`src/rtl/kyber_pkg.sv`:
```
// Shared Kyber constants and coefficient type.
// Used by the Barrett reduction datapath.
package kyber_pkg;

   localparam int KYBER_Q       = 3329;
   localparam int BARRETT_SHIFT = 26;
   localparam int BARRETT_V     =
      ((1 << BARRETT_SHIFT) + KYBER_Q / 2) / KYBER_Q;

   typedef logic signed [15:0] coeff_t;

endpackage

```
`src/rtl/barrett_quot.sv`:
```
// Barrett quotient: multiply by V, then round and arithmetic shift.
// The multiply and shift halves are split so a register can sit between them.
module barrett_quot
   import kyber_pkg::*;
#(
   parameter int WIDTH = 16,
   parameter int Q     = KYBER_Q,
   parameter int SHIFT = BARRETT_SHIFT
) (
   input  logic signed [WIDTH-1:0]   a,
   output logic signed [2*WIDTH-1:0] p,
   input  logic signed [2*WIDTH-1:0] p_r,
   output logic signed [2*WIDTH-1:0] t
);

   localparam int PW = 2 * WIDTH;
   localparam int V  = ((1 << SHIFT) + Q / 2) / Q;

   localparam logic signed [PW-1:0] VS  = PW'(V);
   localparam logic signed [PW-1:0] RND = PW'(1) << (SHIFT - 1);

   logic signed [PW-1:0] a_ext;

   assign a_ext = PW'(a);
   assign p     = VS * a_ext;
   // floor division by 2^SHIFT after adding half: round to nearest
   assign t     = (p_r + RND) >>> SHIFT;

endmodule

```
`src/rtl/barrett_reduce.sv`:
```
// Two-stage signed Barrett reduction mod Q, one sample per cycle.
// Define BARRETT_REDUCE_CANON_EN for a [0,Q-1] result instead of centred.
module barrett_reduce
   import kyber_pkg::*;
#(
   parameter int WIDTH = 16,
   parameter int Q     = KYBER_Q,
   parameter int SHIFT = BARRETT_SHIFT
) (
   input  logic                    clk,
   input  logic                    rst,
   input  logic                    in_valid,
   input  logic signed [WIDTH-1:0] a,
   output logic                    out_valid,
   output logic signed [WIDTH-1:0] result
);

   localparam int PW = 2 * WIDTH;

   localparam logic signed [PW-1:0]    QP = PW'(Q);
   localparam logic signed [WIDTH-1:0] QW = WIDTH'(Q);

   logic        [1:0]       vld;
   logic signed [WIDTH-1:0] a_r;
   logic signed [PW-1:0]    p;
   logic signed [PW-1:0]    p_r;
   logic signed [PW-1:0]    t;
   logic signed [PW-1:0]    diff;
   logic signed [WIDTH-1:0] cen;
   logic signed [WIDTH-1:0] res_d;

   barrett_quot #(
      .WIDTH(WIDTH),
      .Q    (Q),
      .SHIFT(SHIFT)
   ) u_quot (
      .a  (a),
      .p  (p),
      .p_r(p_r),
      .t  (t)
   );

   assign diff = PW'(a_r) - t * QP;
   assign cen  = diff[WIDTH-1:0];

`ifdef BARRETT_REDUCE_CANON_EN
   assign res_d = cen[WIDTH-1] ? cen + QW : cen;
`else
   assign res_d = cen;
`endif

   always_ff @(posedge clk or posedge rst) begin
      if (rst) begin
         vld    <= '0;
         a_r    <= '0;
         p_r    <= '0;
         result <= '0;
      end else begin
         vld    <= {vld[0], in_valid};
         a_r    <= a;
         p_r    <= p;
         result <= res_d;
      end
   end

   assign out_valid = vld[1];

endmodule

```
`config.mk`:
```
export PLATFORM = sky130hd
export DESIGN_NAME = barrett_reduce
export DESIGN_NICKNAME = d
export VERILOG_FILES = /design/src/rtl/kyber_pkg.sv /design/src/rtl/barrett_quot.sv /design/src/rtl/barrett_reduce.sv
export SDC_FILE = /design/constraint.sdc
export NUM_CORES = 1
export LEC_CHECK = 0
export CAP_MARGIN = 20
export CORE_ASPECT_RATIO = 0.9
export CORE_MARGIN = 2
export CORE_UTILIZATION = 40
export CTS_CLUSTER_SIZE = 40
export DETAILED_ROUTE_END_ITERATION = 10
export PLACE_DENSITY_LB_ADDON = 0.3
export SLEW_MARGIN = 25
export SYNTH_ARGS = -nofsm -noshare
export SYNTH_HDL_FRONTEND = slang
export SYNTH_HIERARCHICAL = 1
export SYNTH_SLANG_ARGS = --single-unit
```
`constraint.sdc`:
```
create_clock -name clk -period 13.7 [get_ports clk]
set_input_delay 2.74 -clock clk [delete_from_list [all_inputs] [get_ports clk]]
set_output_delay 2.74 -clock clk [all_outputs]
set_load 0.01 [all_outputs]
```
==> flow_metrics.env <==
export IMPL_syn_inst=837
export IMPL_clock_path_buffers=2
export IMPL_wl_per_cell_um=14.78
export IMPL_grt_max_degree=42
export IMPL_core_area_um2=20050
export IMPL_fin_tns_setup_ns=0
export IMPL_met3_usage_pct=1.464
export IMPL_clock_latency_ns=0.28
export IMPL_clock_fmax_ghz=0.1199
export IMPL_h_tree_depth=2
export IMPL_skew_ns=0.006203
export IMPL_crit_top_cell="fa_1"
export IMPL_drt_iter0_markers=260
export IMPL_post_cts_buffers=0
export IMPL_syn_nets=1154
export IMPL_nNetsFinal=1179
export IMPL_hold_viol_final=0
export IMPL_utilization_pct=44.62
export IMPL_drtPass1Iterations=4
export IMPL_cp_required_ns=13.87
export IMPL_crit_arrival_ns=8.51
export IMPL_setup_ws_ns=5.357
export IMPL_post_route_period_util_pct=60.90
export IMPL_final_cell_area_um2=8945
export IMPL_die_w_um=154.7
export IMPL_via_per_inst=4.869
export IMPL_placementRows=49
export IMPL_start_kind="input pin"
export IMPL_grt_pass1_vias=5924
export IMPL_use_met2_pct=28.17
export IMPL_grtUsageMet1_pct=23.04
export IMPL_syn_to_final_growth_pct=9.362
export IMPL_start_util_pct=40.80
export IMPL_numCtsBuffers=5
export IMPL_synthesis_area_um2=8179
export IMPL_seqCellArea_um2=1026
export IMPL_cpPeakStageDelay_ns=0.82
export IMPL_io_buffers=35
export IMPL_overflow=0
export IMPL_placedInstanceArea_um2=8751
export IMPL_io_pins=36
export IMPL_path_cells="clkdlybuf4s50_1, fa_1, inv_1, fa_1, inv_1, fa_1, fa_1, fa_1, inv_1, fa_1, inv_1, ha_1, nand2_1, nor3_1, nor3b_2, a2111oi_4, nor3_2, mux2_4"
export IMPL_dp_hpwl_um=14880
export IMPL_path_class="input pin to flip-flop"
export IMPL_drive_gt1_share_pct=3.129
export IMPL_finalCriticalPeriod_ns=8.343
export IMPL_cts_sinks=41
export IMPL_crit_fanout=7
export IMPL_cts_resized=0
export IMPL_track_usage_pct=16.51
export IMPL_nFillCells=1933
export IMPL_clkTransAtPathRegs_ns=0.06
export IMPL_hold_buffers=0
export IMPL_maxCapViolCount=0
export IMPL_worstSetupEndpointType="flip-flop"
export IMPL_tritoncts="done"
export IMPL_die_h_um=139.7
export IMPL_grt_most_used_layer="met2"
export IMPL_multi_input_area_um2=6267
export IMPL_ant_nets=0
export IMPL_final_max_slew_violation_count=0
export IMPL_dp_slack_ns=5.042
export IMPL_vias=5444
export IMPL_antenna_found_initial=0
export IMPL_gp_congestion=0.8342
export IMPL_status="finished clean"
export IMPL_rsz0062_at_grt="no"
export IMPL_worstMarginPinSlew_ns=0.6368
export IMPL_drc_errors=0
export IMPL_yosys_warnings=6
export IMPL_grt_pass1_wl_um=28790
export IMPL_max_slew_margin_rel_pct=57.41
export IMPL_setup_viol=0
export IMPL_syn_avg_cell_area_um2=9.772
export IMPL_cts_root_buf="clkbuf_16"
export IMPL_slowest_stage="fa_1"
export IMPL_routed_wirelength_um=16520
export IMPL_hold_path_class="flip-flop to flip-flop"
export IMPL_n_antenna_cell=0
export IMPL_die_area_um2=21610
-- state kept, by name, indices dropped and copies added, names as in the netlist --
| name | flops |
|---|---|
| a_r | 16 |
| vld | 2 |
| result | 16 |
| p_r | 7 |
-- cells in the final DEF (no fill, tap or decap), types with 3 or more instances in the layout --
master and n:
inv_1 205, ha_1 193, fa_1 105, nand2_1 41
dfrtp_1 41, a21oi_1 37, clkdlybuf4s50_1 35, xnor2_1 24
nor2_1 20, o21ai_0 15, xor2_1 12, nand3_1 11
a21o_1 11, and2_1 7, nand2b_1 7, nor3_1 7
a31oi_1 6, o211ai_1 5, and3_1 5, clkbuf_16 5
nand4_1 5, or2_2 4, a211o_1 4, a211oi_1 4
o21bai_1 4, nand4b_1 3
-- routing by layer --
layer,vias to the layer above,part of all wire (%)
met5,-,0
met4,0,1.4
met3,17,2.7
met2,90,47
met1,2589,49
li1,2748,-
-- final timing paths --
| check | start | end | slack [ns] | cells after the start |
|---|---|---|---|---|
| max in group asynchronous | rst | a_r[14]$_DFF_PP0_ | 10.45 | 3 |
| max | a[7] | p_r[30]$_DFF_PP0_ | 5.36 | 18 |
| min | vld[0]$_DFF_PP0_ | vld[1]$_DFF_PP0_ | 0.35 | 0 |
| min in group asynchronous | rst | result[7]$_DFF_PP0_ | 2.89 | 3 |
| max reg2reg | p_r[25]$_DFF_PP0_ | result[12]$_DFF_PP0_ | 8.81 | 17 |
| min reg2reg | vld[0]$_DFF_PP0_ | vld[1]$_DFF_PP0_ | 0.35 | 0 |
-- worst max-delay path, delay by kind of cell --
kind / cells / cell delay, ns
AND/OR/NAND/NOR: 4 / 0.56
AO/OA/AOI/OAI: 1 / 0.37
buffers and inverters: 5 / 1.04
multiplexers: 1 / 0.30
adder cells (fa/ha/maj): 7 / 3.52
-- cell type report --
class	count	area share [%]
multi-input cells	571	70.07
flip-flops and latches	41	11.47
inverters	206	8.645
repair buffers	37	4.084
well taps	255	3.567
clock buffers	5	1.399
clock inverters	3	0.7693
-- through the flow --
step / hold WS (ns) / cells
6_report: 0.3482 / 1118
3_3_place_gp: 0.3346 / 1110
2_1_floorplan: 0.3312 / 837
3_5_place_dp: 0.3379 / 1110
5_1_grt: 0.3521 / 1118
4_1_cts: 0.3518 / 1118
Power is left out: the tool's default activity adds up to more than one toggle a clock period on the data nets, which glitch-free logic cannot reach.
